**config.mk**
```make
export PLATFORM = sky130hd
export DESIGN_NAME = prog_loader_flat
export DESIGN_NICKNAME = d
export VERILOG_FILES = /design/src/rtl/prog_loader_if.sv /design/src/rtl/prog_loader.sv /design/src/flat_wrapper.sv
export SDC_FILE = /design/constraint.sdc
export NUM_CORES = 1
export LEC_CHECK = 0
export ABC_AREA = 1
export CORE_MARGIN = 2
export CORE_UTILIZATION = 60
export DETAILED_ROUTE_END_ITERATION = 7
export DONT_BUFFER_PORTS = 1
export PLACE_DENSITY_LB_ADDON = 0.12
export SETUP_SLACK_MARGIN = 0.4
export SLEW_MARGIN = 5
export SYNTH_ARGS = -nofsm -noshare
export SYNTH_HDL_FRONTEND = slang
export SYNTH_SLANG_ARGS = --single-unit
```
**constraint.sdc**
```tcl
create_clock -name clk -period 5.5 [get_ports clk]
set_input_delay 0.55 -clock clk [delete_from_list [all_inputs] [get_ports clk]]
set_output_delay 0.55 -clock clk [all_outputs]
set_load 0.05 [all_outputs]
```
**src/rtl/prog_loader_if.sv**
```systemverilog
// Program-word stream between a program source (master) and prog_loader (slave).
interface prog_loader_if #(
  parameter int DATA_W = 32
);
  logic              s_valid;
  logic              s_ready;
  logic [DATA_W-1:0] s_data;
  logic              s_last;

  modport master (output s_valid, s_data, s_last, input s_ready);
  modport slave  (input s_valid, s_data, s_last, output s_ready);
endinterface

```
**src/rtl/prog_loader.sv**
```systemverilog
// Program load / run-control engine: streams a program into instruction memory, then runs the
// processor under a watchdog. Define PROG_LOADER_HALT_DETECT_EN to end runs on repeated halt fetches.
module prog_loader #(
  parameter int              DATA_W      = 32,
  parameter int              ADDR_W      = 32,
  parameter int              PROG_DEPTH  = 1024,
  parameter int              RUN_CYCLES  = 100,
  parameter logic [DATA_W-1:0] HALT_WORD = '0,
  parameter int              HALT_REPEAT = 4
) (
  input  logic                clk,
  input  logic                rst,
  input  logic                start,
  prog_loader_if.slave        prog,
  output logic                mem_w,
  output logic [ADDR_W-1:0]   mem_addr,
  output logic [DATA_W-1:0]   mem_data,
  output logic                cpu_rst,
  input  logic [DATA_W-1:0]   cpu_insn,
  output logic                busy,
  output logic                done,
  output logic                timeout,
  output logic [ADDR_W-1:0]   words_loaded,
  output logic [31:0]         cycles
);

  typedef enum logic [2:0] {IDLE, LOAD, RELEASE, RUN, DONE} state_t;
  state_t state;

  logic        beat;
  logic        last_beat;
  logic [31:0] cycles_inc;
  logic        wd_hit;
  logic        halt_hit;

  assign prog.s_ready = (state == LOAD);
  assign beat         = prog.s_valid && prog.s_ready;
  assign last_beat    = prog.s_last || (words_loaded == ADDR_W'(PROG_DEPTH - 1));
  assign cycles_inc   = (cycles == 32'hFFFF_FFFF) ? cycles : cycles + 32'd1;
  assign wd_hit       = (cycles_inc == 32'(RUN_CYCLES));

`ifdef PROG_LOADER_HALT_DETECT_EN
  localparam int HC_W    = $clog2(HALT_REPEAT + 1);
  localparam bit WD_FLAG = 1'b1;
  logic [HC_W-1:0] halt_cnt;
  logic            is_halt;
  assign is_halt  = (cpu_insn == HALT_WORD);
  assign halt_hit = is_halt && (halt_cnt == HC_W'(HALT_REPEAT - 1));

  always_ff @(posedge clk) begin
    if (rst || state != RUN || !cpu_rst && !is_halt) halt_cnt <= '0;
    else if (!cpu_rst)                               halt_cnt <= halt_cnt + HC_W'(1);
  end
`else
  // Without halt detection every run is fixed-length, so reaching the limit is normal completion.
  localparam bit WD_FLAG = 1'b0;
  logic unused_halt;
  assign unused_halt = ^{cpu_insn, HALT_WORD, 32'(HALT_REPEAT)};
  assign halt_hit    = 1'b0;
`endif

  always_ff @(posedge clk) begin
    if (rst) begin
      state        <= IDLE;
      mem_w        <= 1'b0;
      mem_addr     <= '0;
      mem_data     <= '0;
      cpu_rst      <= 1'b1;
      busy         <= 1'b0;
      done         <= 1'b0;
      timeout      <= 1'b0;
      words_loaded <= '0;
      cycles       <= '0;
    end else begin
      mem_w <= 1'b0;
      case (state)
        IDLE, DONE: if (start) begin
          state        <= LOAD;
          busy         <= 1'b1;
          done         <= 1'b0;
          timeout      <= 1'b0;
          words_loaded <= '0;
          cycles       <= '0;
        end
        LOAD: if (beat) begin
          mem_w        <= 1'b1;
          mem_addr     <= words_loaded;
          mem_data     <= prog.s_data;
          words_loaded <= words_loaded + ADDR_W'(1);
          if (last_beat) state <= RELEASE;
        end
        RELEASE: state <= RUN;
        RUN: begin
          // First RUN edge only lifts processor reset; counting starts once it is fetching.
          if (cpu_rst) cpu_rst <= 1'b0;
          else begin
            cycles <= cycles_inc;
            if (halt_hit || wd_hit) begin
              state   <= DONE;
              done    <= 1'b1;
              timeout <= WD_FLAG && !halt_hit;
              cpu_rst <= 1'b1;
              busy    <= 1'b0;
            end
          end
        end
        default: state <= IDLE;
      endcase
    end
  end

endmodule

```
**src/flat_wrapper.sv**
```systemverilog
// flat-port wrapper written by rule: the top's interface ports become plain ports
module prog_loader_flat 
#(
  parameter int              DATA_W      = 32,
  parameter int              ADDR_W      = 32,
  parameter int              PROG_DEPTH  = 1024,
  parameter int              RUN_CYCLES  = 100,
  parameter logic [DATA_W-1:0] HALT_WORD = '0,
  parameter int              HALT_REPEAT = 4
)
  (clk, rst, start, mem_w, mem_addr, mem_data, cpu_rst, cpu_insn, busy, done, timeout, words_loaded, cycles, prog_s_valid, prog_s_data, prog_s_last, prog_s_ready);
  prog_loader_if #(.DATA_W(DATA_W)) prog_i ();
  input  logic clk;
  input  logic rst;
  input  logic start;
  output logic mem_w;
  output logic [ADDR_W-1:0] mem_addr;
  output logic [DATA_W-1:0] mem_data;
  output logic cpu_rst;
  input  logic [DATA_W-1:0] cpu_insn;
  output logic busy;
  output logic done;
  output logic timeout;
  output logic [ADDR_W-1:0] words_loaded;
  output logic [31:0] cycles;
  input wire logic [$bits(prog_i.s_valid)-1:0] prog_s_valid;
  input wire logic [$bits(prog_i.s_data)-1:0] prog_s_data;
  input wire logic [$bits(prog_i.s_last)-1:0] prog_s_last;
  output wire logic [$bits(prog_i.s_ready)-1:0] prog_s_ready;
  assign prog_i.s_valid = prog_s_valid;
  assign prog_i.s_data = prog_s_data;
  assign prog_i.s_last = prog_s_last;
  assign prog_s_ready = prog_i.s_ready;
  prog_loader #(.DATA_W(DATA_W), .ADDR_W(ADDR_W), .PROG_DEPTH(PROG_DEPTH), .RUN_CYCLES(RUN_CYCLES), .HALT_WORD(HALT_WORD), .HALT_REPEAT(HALT_REPEAT)) u_core (.clk(clk), .rst(rst), .start(start), .prog(prog_i), .mem_w(mem_w), .mem_addr(mem_addr), .mem_data(mem_data), .cpu_rst(cpu_rst), .cpu_insn(cpu_insn), .busy(busy), .done(done), .timeout(timeout), .words_loaded(words_loaded), .cycles(cycles));
endmodule
```
Word-level counts from Yosys, hierarchy flattened
Index checks and enable logic that the tools add are counted.
{"block": "classes", "add_sub_neg": 2, "n_eq_ne": 12, "muxes": 24, "bitwise": 1, "n_reduce_logical": 12}
{"op": "2-to-1 mux 32 bit", "count": 4}
{"op": "one-hot mux 32 bit (2 select lines)", "count": 2}
{"op": "adder 32 x 1 -> 32 bit, second input constant", "count": 2}
{"op": "== test 32 x 10 -> 1 bit, second input constant", "count": 1}
{"op": "== test 32 bit, second input constant", "count": 1}
{"op": "== test 32 x 7 -> 1 bit, second input constant", "count": 1}
{"op": "2-to-1 mux 3 bit", "count": 5}
{"op": "one-hot mux 3 bit (4 select lines)", "count": 1}
{"op": "2-to-1 mux 1 bit", "count": 9}
{"op": "inequality test 2 bit, second input constant", "count": 4}
{"op": "== test 3 x 2 -> 1 bit, second input constant", "count": 2}
{"op": "one-hot mux 1 bit (2 select lines)", "count": 3}
{"op": "AND reduction 3 bit", "count": 2}
{"op": "AND reduction 5 bit", "count": 1}
{"op": "AND reduction 4 bit", "count": 1}
{"op": "nonzero test 2 bit", "count": 2}
{"op": "OR reduction 2 bit", "count": 2}
{"op": "== test 3 x 1 -> 1 bit, second input constant", "count": 1}
{"op": "== test 3 bit, second input constant", "count": 1}
{"op": "logical NOT 3 bit", "count": 1}
{"op": "inequality test 2 x 1 -> 1 bit, second input constant", "count": 1}
{"op": "AND reduction 2 bit", "count": 1}
{"op": "logical AND 1 bit", "count": 1}
{"op": "logical OR 1 bit", "count": 1}
{"op": "inverter 1 bit", "count": 1}
{"block": "totals", "register_bits": 136, "in_bits": 69, "out_inout_bits": 134, "word_cells": 61}

Logic depth before layout (Yosys ltp)
Gate-level depths: netlist of run 1.
{"block": "logic_depth", "word_depth": 6, "mapped_depth": 18}

Least setup slack after synthesis of run 1
Ideal clock, no wire load.
{"block": "synth_path", "kind": "reg2reg", "from": "register u_core.cycles[1]", "to": "register u_core.state[0]", "setup_ns": 0.113, "arrival_ns": 2.404, "required_ns": 5.387, "slack_ns": 2.983, "path_stages_with_launch": 18, "n_path_buf": 1, "period_less_slack_ns": 2.517, "path_cell_list": "dfxtp_1 -> ha_1 -> buf_2 -> inv_2 -> nor2_4 -> nand2_2 -> nor2_4 -> nand2_2 -> nand2_1 -> nand2_1 -> nor2_1 -> nand3_1 -> nor2_1 -> nand3_2 -> nand2_2 -> nand2_1 -> o21ai_1 -> inv_1"}
{"block": "synth_between", "elab_chain_cells": 5, "elab_cells_between_ends": 6, "cone_classes": "add/sub (1); eq/ne (3); mux (1); reduce/logical (1)"}
{"element": "start: declaration", "line": "prog_loader.sv:24", "source": "output logic [31:0] cycles"}
{"element": "start signal: assignment", "line": "prog_loader.sv:97", "source": "cycles <= cycles_inc;"}
{"element": "adder 32 x 1 -> 32 bit / == test 32 bit (equally long branches)", "line": "prog_loader.sv:39", "source": "assign cycles_inc = (cycles == 32'hFFFF_FFFF) ? cycles : cycles + 32'd1;"}
{"element": "2-to-1 mux 32 bit (*)", "line": "prog_loader.sv:39"}
{"element": "== test 32 x 7 -> 1 bit (*)", "line": "prog_loader.sv:40", "source": "assign wd_hit = (cycles_inc == 32'(RUN_CYCLES));"}
{"element": "inequality test 2 x 1 -> 1 bit (no line) (*)"}
{"element": "AND reduction 5 bit (no line) (*)"}
{"element": "end signal: assignment", "line": "prog_loader.sv:64", "source": "state <= IDLE;"}
{"element": "end signal: assignment", "line": "prog_loader.sv:78", "source": "state <= LOAD;"}
{"element": "end signal: assignment", "line": "prog_loader.sv:90", "source": "if (last_beat) state <= RELEASE;"}
{"element": "end: declaration", "line": "prog_loader.sv:28", "source": "state_t state;"}
Mark *: on every way between the ends. The rest lies on a longest branch, timed or not.
A chain may end at the register's enable or synchronous reset.

Worst setup path after layout of run 1
{"block": "layout_path", "from": "register u_core.cycles[0]", "to": "register u_core.state[2]"}
Same word-level chain as after synthesis.

==> impl_metrics.json, run 1 <==
{
  "clock_sinks": 135,
  "relSlewSlack_pct": 32.0,
  "powerDensity_nw_per_um2": 372,
  "async_flop_share_pct": 0,
  "synth_top_family_by_area": "simple AND/OR/NAND/NOR gates",
  "crit_slowest_cell": "dfxtp_1",
  "drive_gt1_share_pct": 5.69,
  "period_minus_slack_ns": 3.50,
  "drc_errors": 0,
  "grt_first_pass_wirelength_um": 26800,
  "critPathArrivalTime_ns": 3.95,
  "final_cell_mix": "nand2_1, nor2_1, dfxtp_1, o21ai_0, a21oi_1",
  "synthTopCellsByArea": "dfxtp_1, nand2_1, nor2_1",
  "use_met1_pct": 33.6,
  "crit_path_frequent_cell": "nand2_2",
  "cts_hold_buf": 0,
  "tritoncts": "yes",
  "peakVddDrop_mv": 0.295,
  "fmaxAchievable_ghz": 0.286,
  "wl_per_cell_um": 15.2,
  "hpwl_um": 12100,
  "slowest_delay_ns": 0.83,
  "avgViaCountPerCell": 5.65,
  "final_max_slew_viol_count": 0,
  "track_usage_pct": 29.1,
  "clock_skew_ns": 0.00882,
  "met2_usage_pct": 50.1,
  "clock_path_buffers": 2,
  "yosys_register_bits": 135,
  "ctsResizeCount": 0,
  "synth_compound_area_share_pct": 15.0,
  "worstPathRequired_ns": 5.95,
  "fin_tns_setup_ns": 0,
  "grt_pass1_vias": 5780,
  "crit_type": "flip-flop to flip-flop",
  "min_period_over_period_pct": 63.6,
  "die_height_um": 107,
  "busiest_layer": "met2",
  "totalWireLength_um": 16700,
  "finalHoldViolCount": 0,
  "drt_pass1_iterations": 5,
  "synthFlopType": "dfxtp_1",
  "netlist.area_leader.share_pct": 42.2,
  "syn_inst": 969,
  "synth_edf_count": 0,
  "synth_top_area_cell": "dfxtp_1",
  "diodes": 0,
  "avgSynthCellArea_sq_um": 6.60,
  "cp_max_fo": 24,
  "min_path_type": "input port to flip-flop",
  "io_buffers": 0,
  "final_common_cell": "nand2_1",
  "numCtsBuffers": 17,
  "crit_chain": "ha_1 > inv_2 > nor2_4 > nand2_2 > nor2_4 > nand2_2 > nand2_1 > nand2_1 > nor2_1 > nand3_1 > nor2_1 > nand3_2 > nand2_2 > nand3_1 > a21oi_1",
  "synth_xor_area_share_pct": 0.685,
  "final_antenna_net_count": 0,
  "muxShareOfSynthArea_pct": 0,
  "status": "completed",
  "gr-usage-met3_pct": 8.11,
  "ioPinCount": 203,
  "nNetsFinal": 1024,
  "synth-simple-area-share_pct": 34.4,
  "maxCapViolations": 0,
  "setup_violations": 0,
  "grt_max_degree": 90,
  "drtIter0Drc": 462,
  "synth_cell_types": 36,
  "rsz0062_at_grt": "no",
  "synth_fa_ha_area_share_pct": 0.391,
  "die_area_sq_um": 11500,
  "synthesis.nets": 1040,
  "worst_pin_slew_ns": 1.02,
  "grt_overflow": 0,
  "synth_area_sq_um": 6400,
  "p_leak_nw": 2.54,
  "fp.dieW_um": 107,
  "root_buffer": "clkbuf_8",
  "htree_levels": 4,
  "cts.clk_slew.worst_paths_ns": 0.06,
  "yosysSeqAreaShare_pct": 42.2,
  "worstSkewPairLatency_ns": 0.52,
  "synth_warnings": 0,
  "syn_to_final_growth_pct": 9.76,
  "rows": 37,
  "core-area_sq_um": 10300,
  "cts_setup_buffers": 0,
  "antenna_found_initial": 0,
  "finalPower_mw": 2.61,
  "start_kind": "flip-flop",
  "start_util_pct": 62.0,
  "routabilityCongestion": 0.944,
  "vias": 6221,
  "cp-end-kind": "flip-flop"
}
worst paths after layout:
kind	from	to	slack, ns	depth (start not counted)
worst min-delay path	rst	u_core.cycles[29]	0.10	1
worst max register to register	u_core.cycles[0]	u_core.state[2]	2.00	15
worst min register to register	u_core.state[2]	u_core.state[2]	0.55	2
worst max-delay path	u_core.cycles[0]	u_core.state[2]	2.00	15
kinds of logic (layout without fill, tap and decap cells):
family | after synthesis | in the layout
AO/OA/AOI/OAI | 188 | 188
XOR/XNOR | 5 | 5
adder cells (fa/ha/maj) | 2 | 2
buffers and inverters | 118 | 115
flip-flops | 135 | 135
other | 1 | 1
AND/OR/NAND/NOR | 520 | 520
registers in the layout, summed over array words and instances, names as in the netlist:
register	flops
u_core.cpu_rst	1
u_core.state	3
u_core.mem_addr	32
u_core.busy	1
u_core.cycles	32
u_core.mem_w	1
u_core.done	1
u_core.mem_data	32
u_core.words_loaded	32
routing by layer:
layer,up-vias,wire (um)
li1,3120,-
met1,2832,6680
met2,231,8200
met3,38,1340
met4,0,491
met5,-,0
synthesized netlist by cell type, types with 2 or more instances:
cell / number
dfxtp_1: 135
nor2_1: 188
nand2_1: 222
buf_4: 2
inv_1: 75
nand4_1: 17
nor2_4: 2
ha_1: 2
a21oi_1: 87
xnor2_1: 4
nor2_2: 7
nor4_1: 3
buf_2: 6
inv_2: 4
nand3_1: 47
nand2_2: 5
nand3_2: 2
nor3_1: 12
clkbuf_1: 29
nand3b_1: 10
o21ai_0: 95
layout make-up:
cell class	count	area (sq um)
fillers	921	3300
multi-input cells	716	3240
flip-flops and latches	135	2700
clock buffers	21	439
inverters	80	300
well taps	136	170
clock inverters	11	150
repair buffers	3	22.5
worst max-delay path, delay by kind of cell, from the launching register on:
| family | cells | cell delay (ns) |
|---|---|---|
| AOI/OAI and AO/OA | 1 | 0.19 |
| and+or+nand+nor | 12 | 1.79 |
| buffers and inverters | 1 | 0.10 |
| adders and majority gates | 1 | 0.49 |
| DFF | 1 | 0.83 |
per-stage QoR:
stage	instance area, sq um	hold WS [ns]	instances	utilization (%)	worst slack, ns
after global placement	6430	0.510	1070	62.3	2.08
final	7020	0.104	1102	68.0	2.00
after CTS	7020	0.0847	1102	68.0	2.00
after floorplan	6400	0.498	969	-	2.98
after detailed placement	6430	0.542	1070	62.3	2.05
after global routing	7020	0.0806	1102	68.0	1.71
report_power, final:
group	switching, mW	total, mW	internal [mW]
Clock	0.424	1.13	0.704
Sequential	0.242	1.28	1.04
Combinational	0.147	0.204	0.0570
Total	0.813	2.61	1.80
Power figures use the tool's default switching activity.
==> inputs of run 2 (changes only) <==
--- a/config.mk
+++ b/config.mk
@@ -7,7 +7,7 @@
 export LEC_CHECK = 0
 export ABC_AREA = 1
 export CORE_MARGIN = 2
-export CORE_UTILIZATION = 60
+export CORE_UTILIZATION = 57
 export DETAILED_ROUTE_END_ITERATION = 7
 export DONT_BUFFER_PORTS = 1
 export PLACE_DENSITY_LB_ADDON = 0.12
==> constraint.sdc (replaced) <==
create_clock -name clk -period 2.85 [get_ports clk]
set_input_delay 0.285 -clock clk [delete_from_list [all_inputs] [get_ports clk]]
set_output_delay 0.285 -clock clk [all_outputs]
set_load 0.05 [all_outputs]
==> run 2 against run 1 <==
Compared with the run above: first-iteration DRC count up 11%; clock power up 110%; worst setup slack worse by 1.4 ns; routed wire length rose by 14%; die area is 5.1% higher; cell area rose by 16%; clock-buffer cell count is 1 higher; register-to-register slack lost 1.4 ns; fmax grew 53%; critical path type unchanged; critical endpoint is now u_core.busy.
==> impl_metrics.json, run 2 (same netlist as run 1, synthesis figures left out) <==
{
  "grt_overflow": 0,
  "clock_path_buffers": 2,
  "final_common_cell": "nand2_1",
  "start_util_pct": 58.8,
  "grt_first_pass_wirelength_um": 29400,
  "fin_tns_setup_ns": 0,
  "cp_max_fo": 17,
  "final_max_slew_viol_count": 0,
  "final_antenna_net_count": 0,
  "crit_chain": "nand2_1 > nor2_1 > nand2_1 > nor2_2 > nand2_4 > buf_6 > nand3_1 > nor2_1 > nand2_1 > nor2_2 > nand3_2 > nand2_2 > nand2_1 > nand2_1 > a21oi_1",
  "worst-path-buf-inv": 1,
  "htree_levels": 4,
  "cts.clk_slew.worst_paths_ns": 0.06,
  "root_buffer": "clkbuf_8",
  "antenna_found_initial": 0,
  "maxCapViolations": 0,
  "avgViaCountPerCell": 5.60,
  "diodes": 0,
  "cp-end-kind": "flip-flop",
  "die_height_um": 110,
  "critPathArrivalTime_ns": 2.74,
  "drtIter0Drc": 514,
  "clock_sinks": 135,
  "critical-path-top-delay-family": "simple AND/OR/NAND/NOR gates",
  "crit_slowest_cell": "dfxtp_1",
  "finalHoldViolCount": 0,
  "peakVddDrop_mv": 0.594,
  "routabilityCongestion": 0.973,
  "worst-r2r-cell-count": 15,
  "worstPathRequired_ns": 3.30,
  "drc_errors": 0,
  "track_usage_pct": 31.2,
  "die_area_sq_um": 12100,
  "reg2reg_from": "u_core.cycles[18]",
  "syn_to_final_growth_pct": 27.0,
  "io_buffers": 0,
  "min_period_over_period_pct": 80.3,
  "rsz0062_at_grt": "yes",
  "final_cell_mix": "nand2_1, nor2_1, dfxtp_1, o21ai_0, a21oi_1",
  "slowest_delay_ns": 0.43,
  "core-area_sq_um": 10900,
  "grt_pass1_vias": 6424,
  "dp.cells": 1136,
  "crit_start": "u_core.cycles[18]",
  "worstSkewPairLatency_ns": 0.54,
  "holdPathStages": 3,
  "clock_skew_ns": 0.00706,
  "drive_gt1_share_pct": 15.3,
  "fmaxAchievable_ghz": 0.437,
  "p_leak_nw": 3.12,
  "wl_per_cell_um": 15.9,
  "period_minus_slack_ns": 2.29,
  "fp.dieW_um": 110,
  "ioPinCount": 203,
  "vias": 6745,
  "hpwl_um": 12900,
  "crit_type": "flip-flop to flip-flop",
  "grt_max_degree": 67,
  "numCtsBuffers": 17,
  "cp.depth": 15,
  "powerDensity_nw_per_um2": 655,
  "worst_pin_slew_ns": 0.735,
  "totalWireLength_um": 19100,
  "holdCritStartpoint": "rst",
  "tritoncts": "yes",
  "relSlewSlack_pct": 51.0,
  "setup_violations": 0,
  "nNetsFinal": 1122,
  "min_path_type": "input port to flip-flop",
  "rows": 38,
  "crit_path_frequent_cell": "nand2_1",
  "status": "completed",
  "drt_pass1_iterations": 5,
  "fin_cells": 1204,
  "start_kind": "flip-flop"
}
-- run 2: cell count changes in the layout (fill, tap and decap cells not counted), moves of 8 or more --
cell | previous run | this run
dfxtp_1 | 135 | 123
buf_6 | 0 | 8
nor2_2 | 7 | 19
nor2_1 | 188 | 167
nor2_4 | 2 | 11
dfxtp_2 | 0 | 11
buf_4 | 3 | 56
dlygate4sd3_1 | 0 | 33
-- run 2: final timing paths --
| check | end | slack, ns |
|---|---|---|
| worst max-delay path | u_core.busy | 0.56 |
| worst min-delay path | u_core.words_loaded[3] | 0.03 |
| worst max register to register | u_core.busy | 0.56 |
| worst min register to register | u_core.mem_addr[17] | 0.51 |
-- run 2: repair_timing --
action / in CTS / in global routing
setup endpoints to repair: 5 / 12
hold buffers: 34 / 0
gates resized for setup: 5 / 61
endpoints found under the hold margin: 70 / 0
pin swaps: 0 / 7
setup buffers: 0 / 2
-- run 2: final cells by class --
type | instances | area, sq um
well taps | 140 | 175
flip-flops and latches | 135 | 2720
repair buffers | 101 | 916
fillers | 836 | 2760
multi-input cells | 716 | 3380
clock buffers | 22 | 473
inverters | 80 | 300
clock inverters | 10 | 165
-- run 2: metal layers --
| layer | GRT usage, % | up-vias | routed length (um) |
|---|---|---|---|
| li1 | - | 3314 | - |
| met1 | 33.4 | 3081 | 7280 |
| met2 | 53.8 | 273 | 9530 |
| met3 | 9.84 | 77 | 1360 |
| met4 | 18.3 | 0 | 937 |
| met5 | 0 | - | 0 |
-- run 2: per-stage QoR --
step	instance area [sq um]	utilization, %	power [mW]	setup slack (ns)	hold slack, ns
2_1_floorplan	6400	-	2.82	0.402	0.369
4_1_cts	7920	72.7	5.32	0.380	0.00470
5_1_grt	8130	74.6	5.48	0.355	0.0451
3_3_place_gp	6920	63.5	2.91	0.427	0.364
3_5_place_dp	6920	63.5	2.93	0.346	0.367
6_report	8130	74.6	5.32	0.561	0.0280
-- run 2: report_power, final --
group / internal (mW) / switching, mW
clock network: 1.52 / 0.845
registers: 2.00 / 0.455
logic: 0.165 / 0.331
-- run 2: worst register-to-register path, stage by stage (launching register included) --
cell and delay (ns):
dfxtp_1 0.43, nand2_1 0.12, nor2_1 0.16, nand2_1 0.14
nor2_2 0.18, nand2_4 0.11, buf_6 0.18, nand3_1 0.12
nor2_1 0.05, nand2_1 0.13, nor2_2 0.07, nand3_2 0.10
nand2_2 0.08, nand2_1 0.13, nand2_1 0.06, a21oi_1 0.17
==> inputs of run 3 (changes only) <==
==> constraint.sdc (replaced) <==
create_clock -name clk -period 2 [get_ports clk]
set_input_delay 0.2 -clock clk [delete_from_list [all_inputs] [get_ports clk]]
set_output_delay 0.2 -clock clk [all_outputs]
set_load 0.05 [all_outputs]
==> run 3 against run 2 <==
Compared with the run above: the run now fails in global routing; synthesized cell count unchanged; area after synthesis unchanged.
==> impl_metrics.json, run 3 <==
{
  "status": "stopped before the end",
  "stop_stage": "global routing",
  "tool.error": "[ERROR DPL-0038] Utilization greater than 100%, impossible to legalize",
  "rows": 38,
  "synth_edf_count": 0,
  "postGrtWorstEndpoint": "u_core.state[2]$_SDFFE_PP0P_/D",
  "yosysMostFrequentCell": "nand2_1",
  "ys_top_cells_by_count": "nand2_1, nor2_1, dfxtp_1",
  "placement.cell_area_sq_um": 8090,
  "die_height_um": 110,
  "synth_top_area_cell": "dfxtp_1",
  "synthesis.nets": 1040,
  "ioPinCount": 203,
  "syn_inst": 969,
  "synth_area_sq_um": 6400,
  "start_util_pct": 58.8,
  "worst-ep-kind": "sequential cell input",
  "clock_sinks": 135,
  "grt_max_degree": 45,
  "routabilityCongestion": 0.951,
  "htree_levels": 4,
  "yosys_register_bits": 135,
  "numCtsBuffers": 17,
  "synthTopCellsByArea": "dfxtp_1, nand2_1, nor2_1",
  "synth_warnings": 0,
  "synth_cell_types": 36,
  "synthFlopType": "dfxtp_1",
  "netlist.area_leader.share_pct": 42.2,
  "yosysSeqAreaShare_pct": 42.2,
  "async_flop_share_pct": 0,
  "fp.dieW_um": 110,
  "hpwl_um": 14700,
  "clock_path_buffers": 2,
  "root_buffer": "clkbuf_8",
  "avgSynthCellArea_sq_um": 6.60,
  "io_buffers": 0
}
run 3: repair_timing:
| item | 4_1_cts |
|---|---|
| resized for setup | 177 |
| pin swaps | 68 |
| endpoints found under the hold margin | 71 |
| buffers inserted | 20 |
| setup endpoints to repair | 116 |
| hold buffers | 35 |
| gates cloned | 4 |
run 3: cells by family after synthesis:
group,share of synthesized area (%)
fa+ha+maj,0.391
flops,42.2
other cells,0.0586
xor+xnor,0.684
compound gates,15.0
buf+inv,7.16
simple gates,34.4
run 3: through the flow:
step           instances  setup slack (ns)
2_1_floorplan        969            -0.287
3_3_place_gp        1266            -0.251
3_5_place_dp        1266            -0.257
4_1_cts             1357            -0.172
==> inputs of run 4 (changes only) <==
--- a/config.mk
+++ b/config.mk
@@ -7,11 +7,10 @@
 export LEC_CHECK = 0
 export ABC_AREA = 1
 export CORE_MARGIN = 2
-export CORE_UTILIZATION = 57
+export CORE_UTILIZATION = 40
 export DETAILED_ROUTE_END_ITERATION = 7
 export DONT_BUFFER_PORTS = 1
-export PLACE_DENSITY_LB_ADDON = 0.12
-export SETUP_SLACK_MARGIN = 0.4
+export PLACE_DENSITY_LB_ADDON = 0.15
 export SLEW_MARGIN = 5
 export SYNTH_ARGS = -nofsm -noshare
 export SYNTH_HDL_FRONTEND = slang
==> constraint.sdc (replaced) <==
create_clock -name clk -period 2.6 [get_ports clk]
set_input_delay 0.26 -clock clk [delete_from_list [all_inputs] [get_ports clk]]
set_output_delay 0.26 -clock clk [all_outputs]
set_load 0.05 [all_outputs]
==> run 4 against run 3 <==
Compared with the run above: the flow now finishes without violations.
==> impl_metrics.json, run 4 (same netlist as run 1, synthesis figures left out) <==
{
  "status": "completed",
  "relSlewSlack_pct": 36.3,
  "cp_max_fo": 10,
  "holdCritStartpoint": "prog_s_data[21]",
  "numCtsBuffers": 17,
  "final_max_slew_viol_count": 0,
  "routabilityCongestion": 0.906,
  "final_common_cell": "nand2_1",
  "powerDensity_nw_per_um2": 729,
  "clock_path_buffers": 2,
  "wl_per_cell_um": 14.7,
  "fin_area_sq_um": 8000,
  "start_kind": "flip-flop",
  "grt_max_degree": 56,
  "p_leak_nw": 3.08,
  "fin_tns_setup_ns": 0,
  "diodes": 0,
  "period_minus_slack_ns": 2.40,
  "holdPathStages": 2,
  "worst-r2r-cell-count": 16,
  "clock_sinks": 135,
  "peakVddDrop_mv": 0.440,
  "fmaxAchievable_ghz": 0.417,
  "drc_errors": 0,
  "nNetsFinal": 1123,
  "crit_start": "u_core.cycles[0]",
  "ioPinCount": 203,
  "regArea_sq_um": 2700,
  "rows": 46,
  "cp-end-kind": "flip-flop",
  "maxCapViolations": 0,
  "track_usage_pct": 22.0,
  "io_buffers": 0,
  "rsz0062_at_grt": "no",
  "core-area_sq_um": 15800,
  "nFillCells": 1624,
  "final_antenna_net_count": 0,
  "setup_violations": 0,
  "finalPower_mw": 5.83,
  "holdPathEnd": "u_core.mem_data[21]",
  "worstSkewPairLatency_ns": 0.42,
  "grt_first_pass_wirelength_um": 29700,
  "drt_pass1_iterations": 8,
  "grt_pass1_vias": 5930,
  "drtIter0Drc": 255,
  "grt_overflow": 0,
  "multi_input_area_sq_um": 3250,
  "syn_to_final_growth_pct": 25.1,
  "htree_levels": 4,
  "finalHoldViolCount": 0,
  "crit_type": "flip-flop to flip-flop",
  "start_util_pct": 40.6,
  "min_path_type": "input port to flip-flop",
  "die_height_um": 130,
  "reg2reg_from": "u_core.cycles[0]",
  "die_area_sq_um": 17000,
  "totalWireLength_um": 18900,
  "clock_skew_ns": 0.0101,
  "placement.cell_area_sq_um": 7130,
  "critPathArrivalTime_ns": 2.71,
  "min_period_over_period_pct": 92.2,
  "tritoncts": "yes",
  "worstPathRequired_ns": 2.92,
  "root_buffer": "clkbuf_16",
  "antenna_found_initial": 0,
  "worst_pin_slew_ns": 0.954,
  "rrSetupSlack_ns": 0.20,
  "drive_gt1_share_pct": 13.6,
  "hpwl_um": 13800,
  "final_cell_mix": "nand2_1, nor2_1, dfxtp_1, o21ai_0, a21oi_1",
  "timing.rr.end": "u_core.state[0]",
  "cts.clk_slew.worst_paths_ns": 0.06,
  "avgViaCountPerCell": 4.99,
  "vias": 6394,
  "fp.dieW_um": 130
}
==> run 4: report_power, final <==
part           internal [mW]  leakage (nW)  switching, mW
logic                  0.165          1.68          0.349
registers               2.20          1.10          0.495
clock network           1.63         0.309          0.999
==> run 4: how the worst max path moves through the flow <==
stage / slack (ns) / to
2_1_floorplan: 0.08 / u_core.state[0]
3_3_place_gp: 0.15 / u_core.state[0]
3_5_place_dp: 0.16 / u_core.state[0]
4_1_cts: 0.15 / u_core.state[0]
5_1_grt: 0.01 / u_core.state[0]
6_report: 0.20 / u_core.state[0]
==> run 4: routing by layer <==
metal | vias to the layer above | global-route usage [%] | part of all wire (%)
li1 | 3318 | - | -
met1 | 2897 | 26.9 | 43
met2 | 151 | 36.7 | 49
met3 | 28 | 6.84 | 6.3
met4 | 0 | 8.14 | 2.1
met5 | - | 0 | 0
==> run 4: what timing repair did <==
item | CTS | global route
setup endpoints to repair | 0 | 7
hold buffers | 19 | 0
buffers inserted | 0 | 2
endpoints found under the hold margin | 54 | 0
resized for setup | 0 | 6
==> run 4: final cells by class <==
| cell class | count | share of cell area [%] |
|---|---|---|
| Tap cell | 216 | 3.38 |
| Timing Repair Buffer | 102 | 10.4 |
| Inverter | 80 | 3.75 |
| Multi-Input combinational cell | 716 | 40.6 |
| Sequential cell | 135 | 33.8 |
| Clock inverter | 15 | 2.69 |
| Clock buffer | 17 | 5.32 |
==> run 4: critical path, cell delays in order, from the launching register on <==
cell and delay (ns):
dfxtp_1 0.33, buf_4 0.26, inv_1 0.10, nor2_2 0.14
nand2_1 0.15, nor2_2 0.20, nor2_1 0.07, nor2_2 0.13
nand3_1 0.09, nor2_1 0.09, nand2_1 0.05, nor2_1 0.20
nand3_2 0.12, nand2_2 0.11, nand2_1 0.07, o21ai_1 0.12
inv_1 0.05
==> run 4: per-stage QoR <==
step	setup slack (ns)	util (%)	hold WS (ns)	std cells
2_1_floorplan	0.0825	-	0.344	969
3_3_place_gp	0.151	45.2	0.339	1228
3_5_place_dp	0.162	45.2	0.343	1228
4_1_cts	0.150	50.5	0.000612	1279
5_1_grt	0.0103	50.7	0.0122	1281
6_report	0.203	50.7	0.00874	1281
